==> src/rtl/irq_ctx_pkg.sv <==
// Shared types and defaults for the interrupt context save/restore controller.
// The optional flag save/restore path is enabled by defining IRQ_FLAG_SAVE_EN.
package irq_ctx_pkg;

    localparam logic [31:0] VectorAddrDefault = 32'h0000_0100;
    localparam logic [3:0]  PcRegDefault      = 4'd12;
    localparam logic [3:0]  FlagRegDefault    = 4'd13;

    typedef enum logic [2:0] {
        StIdle,
        StSavePc,
        StSaveFlg,
        StJump,
        StIsr,
        StRestore
    } state_e;

    typedef enum logic [1:0] {
        WselCore,
        WselPc,
        WselFlg,
        WselNone
    } wsel_e;

    typedef struct packed {
        logic  stall;
        logic  jump;
        logic  isr;
        logic  restore;
        wsel_e wsel;
    } st_outs_t;

    // Moore outputs for a state; the all-zero value is also the reset value.
    function automatic st_outs_t state_outs(input state_e st);
        st_outs_t o;
        o = '0;
        case (st)
            StSavePc: begin
                o.stall = 1'b1;
                o.wsel  = WselPc;
            end
            StSaveFlg: begin
                o.stall = 1'b1;
                o.wsel  = WselFlg;
            end
            StJump: begin
                o.stall = 1'b1;
                o.jump  = 1'b1;
                o.wsel  = WselNone;
            end
            StIsr:     o.isr = 1'b1;
            StRestore: o.restore = 1'b1;
            default:   ;
        endcase
        return o;
    endfunction

endpackage

==> src/rtl/irq_ctx_wport_mux.sv <==
// Register-file write port selection between core writeback and context save writes.
// block_i forces the write enable low regardless of the selected source.
module irq_ctx_wport_mux
    import irq_ctx_pkg::*;
#(
    parameter logic [3:0] PC_REG   = PcRegDefault,
    parameter logic [3:0] FLAG_REG = FlagRegDefault
) (
    input  wsel_e       wsel_i,
    input  logic        block_i,
    input  logic        core_we_i,
    input  logic [3:0]  core_rd_i,
    input  logic [31:0] core_data_i,
    input  logic [31:0] pc_cap_i,
    input  logic [1:0]  flags_cap_i,
    output logic        rf_we_o,
    output logic [3:0]  rf_waddr_o,
    output logic [31:0] rf_wdata_o
);

    always_comb begin
        rf_we_o    = core_we_i;
        rf_waddr_o = core_rd_i;
        rf_wdata_o = core_data_i;
        case (wsel_i)
            WselPc: begin
                rf_we_o    = 1'b1;
                rf_waddr_o = PC_REG;
                rf_wdata_o = pc_cap_i;
            end
            WselFlg: begin
                rf_we_o    = 1'b1;
                rf_waddr_o = FLAG_REG;
                rf_wdata_o = {30'b0, flags_cap_i};
            end
            WselNone: rf_we_o = 1'b0;
            default:  ;
        endcase
        if (block_i) begin
            rf_we_o = 1'b0;
        end
    end

endmodule

==> src/rtl/irq_ctx_ctrl.sv <==
// Interrupt entry/exit controller: saves PC (and flags when IRQ_FLAG_SAVE_EN is defined)
// through the register-file write port, vectors to the ISR and restores on reti.
module irq_ctx_ctrl
    import irq_ctx_pkg::*;
#(
    parameter logic [31:0] VECTOR_ADDR = VectorAddrDefault,
    parameter logic [3:0]  PC_REG      = PcRegDefault,
    parameter logic [3:0]  FLAG_REG    = FlagRegDefault
) (
    input  logic        clk_i,
    input  logic        rst_i,
    input  logic        irq_i,
    input  logic        reti_i,
    input  logic [31:0] pc_in_i,
    input  logic [1:0]  flags_in_i,
    input  logic        core_we_i,
    input  logic [3:0]  core_rd_i,
    input  logic [31:0] core_data_i,
    output logic        rf_we_o,
    output logic [3:0]  rf_waddr_o,
    output logic [31:0] rf_wdata_o,
    output logic        core_stall_o,
    output logic        pc_sel_o,
    output logic [31:0] pc_next_o,
    output logic        irq_ack_o,
    output logic        in_isr_o,
    output logic        flags_rst_valid_o,
    output logic [1:0]  flags_rst_o
);

    state_e      state_q, state_d;
    st_outs_t    outs_q;
    logic [31:0] pc_cap_q;
    logic [1:0]  flags_cap_q;

    always_comb begin
        state_d = state_q;
        case (state_q)
            StIdle: if (irq_i) state_d = StSavePc;
`ifdef IRQ_FLAG_SAVE_EN
            StSavePc:  state_d = StSaveFlg;
`else
            StSavePc:  state_d = StJump;
`endif
            StSaveFlg: state_d = StJump;
            StJump:    state_d = StIsr;
            StIsr:     if (reti_i) state_d = StRestore;
            StRestore: state_d = StIdle;
            default:   state_d = StIdle;
        endcase
    end

    // Outputs are registered from the next state so they line up with state_q.
    always_ff @(posedge clk_i or posedge rst_i) begin
        if (rst_i) begin
            state_q     <= StIdle;
            outs_q      <= '0;
            pc_cap_q    <= '0;
            flags_cap_q <= '0;
        end else begin
            state_q <= state_d;
            outs_q  <= state_outs(state_d);
            if (state_q == StIdle && irq_i) begin
                pc_cap_q    <= pc_in_i;
                flags_cap_q <= flags_in_i;
            end
        end
    end

    irq_ctx_wport_mux #(
        .PC_REG   (PC_REG),
        .FLAG_REG (FLAG_REG)
    ) u_wport_mux (
        .wsel_i      (outs_q.wsel),
        .block_i     (rst_i),
        .core_we_i   (core_we_i),
        .core_rd_i   (core_rd_i),
        .core_data_i (core_data_i),
        .pc_cap_i    (pc_cap_q),
        .flags_cap_i (flags_cap_q),
        .rf_we_o     (rf_we_o),
        .rf_waddr_o  (rf_waddr_o),
        .rf_wdata_o  (rf_wdata_o)
    );

    assign core_stall_o = outs_q.stall;
    assign pc_sel_o     = outs_q.jump | outs_q.restore;
    assign pc_next_o    = outs_q.jump    ? VECTOR_ADDR :
                          outs_q.restore ? pc_cap_q    : 32'h0;
    assign irq_ack_o    = outs_q.jump;
    assign in_isr_o     = outs_q.isr;

`ifdef IRQ_FLAG_SAVE_EN
    assign flags_rst_valid_o = outs_q.restore;
    assign flags_rst_o       = outs_q.restore ? flags_cap_q : 2'b00;
`else
    assign flags_rst_valid_o = 1'b0;
    assign flags_rst_o       = 2'b00;
`endif

endmodule

==> config.mk <==
export PLATFORM = sky130hd
export DESIGN_NAME = irq_ctx_ctrl
export DESIGN_NICKNAME = d
export VERILOG_FILES = /design/src/rtl/irq_ctx_pkg.sv /design/src/rtl/irq_ctx_wport_mux.sv /design/src/rtl/irq_ctx_ctrl.sv
export SDC_FILE = /design/constraint.sdc
export NUM_CORES = 1
export LEC_CHECK = 0
export CORE_MARGIN = 2
export CORE_UTILIZATION = 37
export DETAILED_ROUTE_END_ITERATION = 6
export PLACE_DENSITY = 0.81
export SLEW_MARGIN = 10
export SYNTH_ARGS = -nofsm -noshare
export SYNTH_HDL_FRONTEND = slang
export SYNTH_SLANG_ARGS = --single-unit
==> constraint.sdc <==
create_clock -name clk_i -period 2.6 [get_ports clk_i]
set_clock_uncertainty 0.1 [all_clocks]
set_input_delay 0.65 -clock clk_i [delete_from_list [all_inputs] [get_ports clk_i]]
set_output_delay 0.65 -clock clk_i [all_outputs]
set_load 0.01 [all_outputs]
==> results of run 1 <==
worst max-delay path by stage:
| stage | from | to | slack [ns] | cells after the start |
|---|---|---|---|---|
| global route | outs_q[0]$_DFF_PP0_ | rf_wdata_o[23] | -0.007 | 6 |
| detailed placement | core_data_i[3] | rf_wdata_o[3] | -0.08 | 4 |
| global placement | core_data_i[3] | rf_wdata_o[3] | -0.05 | 4 |
| finish | outs_q[1]$_DFF_PP0_ | rf_wdata_o[23] | 0.07 | 6 |
| CTS | outs_q[1]$_DFF_PP0_ | rf_waddr_o[1] | 0.02 | 5 |
| floorplan | outs_q[0]$_DFF_PP0_ | rf_wdata_o[10] | 0.40 | 6 |
Yosys cell counts (4+ instances only):
| master | number |
|---|---|
| buf_6 | 4 |
| a22o_1 | 21 |
| dfrtp_1 | 43 |
| inv_1 | 13 |
| or2_2 | 4 |
| and2_1 | 32 |
| clkbuf_1 | 11 |
| nand3_1 | 9 |
| nor2_1 | 7 |
| mux2_2 | 33 |
| o21ai_0 | 10 |
final cells by class:
type,instances,area [um2],area share
clock inverters,1,5.005,0.001236
multi-input cells,143,1156,0.2855
well taps,77,96.34,0.02379
inverters,13,48.80,0.01205
clock buffers,7,76.32,0.01885
flip-flops and latches,43,1076,0.2658
repair buffers,164,1590,0.3928
placed cells by master, fill, tap and decap left out, types with 2 or more instances in the layout:
cell type | Yosys | layout
dlygate4sd2_1 | 0 | 35
mux2_2 | 33 | 33
or2_2 | 4 | 4
nor2_1 | 7 | 7
dfrtp_1 | 43 | 43
nand3_1 | 9 | 9
buf_12 | 0 | 2
clkdlybuf4s50_1 | 0 | 110
ha_4 | 0 | 2
mux2_1 | 2 | 2
buf_6 | 4 | 2
a21oi_1 | 2 | 2
inv_1 | 13 | 10
a22oi_1 | 2 | 2
a22o_1 | 21 | 21
inv_2 | 0 | 3
clkbuf_1 | 11 | 2
clkbuf_8 | 0 | 5
o21ai_0 | 10 | 9
a211oi_1 | 2 | 2
and2_1 | 32 | 31
buf_4 | 3 | 13
conb_1 | 1 | 3
logic make-up (layout without fill, tap and decap cells):
| group | count (synthesis) | in the layout |
|---|---|---|
| muxes | 36 | 36 |
| xor gates and xnor gates | 1 | 1 |
| and+or+nand+nor | 60 | 60 |
| buffers and inverters | 33 | 185 |
| adders and majority gates | 3 | 3 |
| DFF | 43 | 43 |
| other | 1 | 3 |
| AOI/OAI and AO/OA | 40 | 40 |
power by group:
part	internal (uW)	switching, uW
Sequential	1010	288
Combinational	1560	1220
Clock	189	211
Total	2750	1720
stage by stage:
stage	hold slack, ns	worst slack (ns)	util
after floorplan	0.3719	0.4027	-
after global placement	0.3946	-0.05454	0.6283
after detailed placement	0.3974	-0.08255	0.6283
after CTS	0.4156	0.01696	0.6414
after global routing	0.4367	-0.007232	0.6450
final	0.4119	0.06662	0.6450
per-layer routing:
| metal | global-route usage | vias up | routed length [um] |
|---|---|---|---|
| met1 | 0.2213 | 1028 | 2695 |
| li1 | - | 1048 | - |
| met2 | 0.3389 | 96 | 3388 |
| met5 | 0 | - | 0 |
| met3 | 0.04253 | 21 | 425 |
| met4 | 0.07625 | 0 | 206 |
state kept, by name (all words and copies together) (netlist names):
register	count
flags_cap_q	2
pc_cap_q	32
state_q	3
irq_ack_o	1
outs_q	3
in_isr_o	1
core_stall_o	1
what timing repair did:
item,4_1_cts,5_1_grt
gates cloned,1,0
setup endpoints to repair,37,8
buffers inserted,1,2
resized for setup,45,3
endpoints found under the hold margin,0,0
hold buffers,0,0
worst register-to-register path, cell delays in order (launching register included):
cell,delay [ns]
dfrtp_1,0.52
nor4b_4,0.35
buf_4,0.31
mux2_2,0.38
==> summary.md, run 1 <==
| Metric | Value |
|---|---|
| Ratio of final minimum period to clock period | 0.9744 |
| Power Dens Cells | 1104 nW/um2 |
| Core area | 6277 um2 |
| Final Hold Viols | 0 |
| Yosys cell types | 32 |
| Worst min-delay path category | reg -> reg |
| Clock latency on the worst-skew pair | 0.28 ns |
| Compound-Gate Fraction of Synth Area | 0.1256 |
| Port Buffer Count | 147 |
| Nets | 448 |
| Initial antenna violation count | 0 |
| Layout cells sized above 1 | 0.1860 |
| Reg2reg setup slack | 0.84 ns |
| Vias | 2193 |
| Critical-path cell list | inv_2, ha_4, and2_4, buf_4, a22o_1, dlygate4sd2_1 |
| Post-Place Cells | 436 |
| Share of the yosys chip area belonging to registers | 0.4557 |
| Crit. End Element | primary output |
| Bufs on Longest Clock Path | 2 |
| Worst Path Arrival | 1.78 ns |
| Area growth from synthesis to layout | 71.49% |
| Post-Synth XOR/XNOR Area | 0.003710 |
| Ys async rst share | 1.000 |
| Slowest CP cell | dfrtp_1 |
| Largest delay contributor family on the critical path | buffers and inverters |
| Finished Layout Cells | 448 |
| First-pass GRT wire length | 10.81 mm |
| Setup tns final | 0 ns |
| # DRC | 0 |
| Design Power | 4471 uW |
| Gate Count Post-Synth | 217 |
| TritonCTS clock tree | built |
| Worst reg2reg path depth | 3 |
| Post-Syn Area | 2361 um2 |
| Post-DR wirelength/cell | 14.99 um |
| Fmax | 394.7 MHz |
| Inserted Diodes | 0 |
| Synth Warn # | 0 |
| Slowest stage delay, CP | 0.40 ns |
| Area post-placement | 3944 um2 |
| Slew Viols, Final | 0 |
| IO Pins | 151 |
| FP Rows | 29 |
| Hold Path Sink | flags_cap_q[1]$_DFFE_PP0P_ |
| VDD IR-drop max | 644.2 uV |
| Post-DP HPWL | 5.155 mm |
| CP required | 1.85 ns |
| CTS sink cnt | 43 |
| WHS Path Cells | 1 |
| Design Area, Final | 4049 um2 |
| Tmin final | 2.533 ns |
| Mux share of post-synthesis cell area | 0.1712 |
| Starting Density | 0.3761 |
| Yosys reg bits | 43 |
| Status | finished, final reports clean |
| RR Startpoint | state_q[2]$_DFF_PP0_ |
| Drt first pass iters | 4 |
| HP Start | flags_cap_q[1]$_DFFE_PP0P_ |
| Max cap viols | 0 |
| H-Tree Depth | 2 |
| Die X | 83.88 um |
| Post-route ant nets | 0 |
| RD Place Congestion | 0.7893 |
| Reg clk slew, reported paths | 0.08 ns |
| Vias per cell | 4.895 |
| GRT Util Overall | 0.1906 |
| CTS root buffer | clkbuf_8 |
| RR Endpoint | pc_cap_q[16]$_DFFE_PP0P_ |
| Crit start category | flop |
| Fillers | 556 |
| Synth area leaders | dfrtp_1 (46%), mux2_2 (16%), and2_1 (8.5%), a22o_1 (7.8%), o21ai_0 (2.1%) |
| Leak | 0.001810 uW |
| Main flop type after synthesis | dfrtp_1 |
| Simple-gate share of the synthesized area | 0.1558 |
| Setup-failing EPs final | 0 |
| Setup Crit Path Kind | reg -> out |
| Die area | 7036 um2 |
| Drt initial violations | 57 |
| Largest family of logic cells by synthesized area | multiplexers |
| CP Max Fanout | 6 |
| Largest net degree at the start of global routing | 26 |
| Number of synthesized flops with an enable pin | 0 |
| Vias in the first global route | 2222 |
| Die height | 83.88 um |
| Final wirelength | 6.715 mm |
| Grt ovf | 0 |
| CTS buffer count | 5 |
| Syn_area_per_cell | 10.88 um2 |
| Bufs and invs on worst path | 3 |
| Post-synthesis adder-cell area fraction | 0.01590 |
| Synth top area share | 0.4557 |
| Leading area contributor after synthesis | dfrtp_1 |
No activity file was read; power rests on OpenSTA's default activity.
==> run 2: changes to the inputs <==
Settings changed: CAP_MARGIN from default to 40.
==> results of run 2 <==
Same layout as run 1: the final DEF is identical, and so are final timing and power.
==> run 3: changes to the inputs <==
Settings changed: CAP_MARGIN 40 to default, CTS_CLUSTER_SIZE from default to 12.
==> results of run 3 <==
Same layout as run 1: the final DEF is identical, and so are final timing and power.
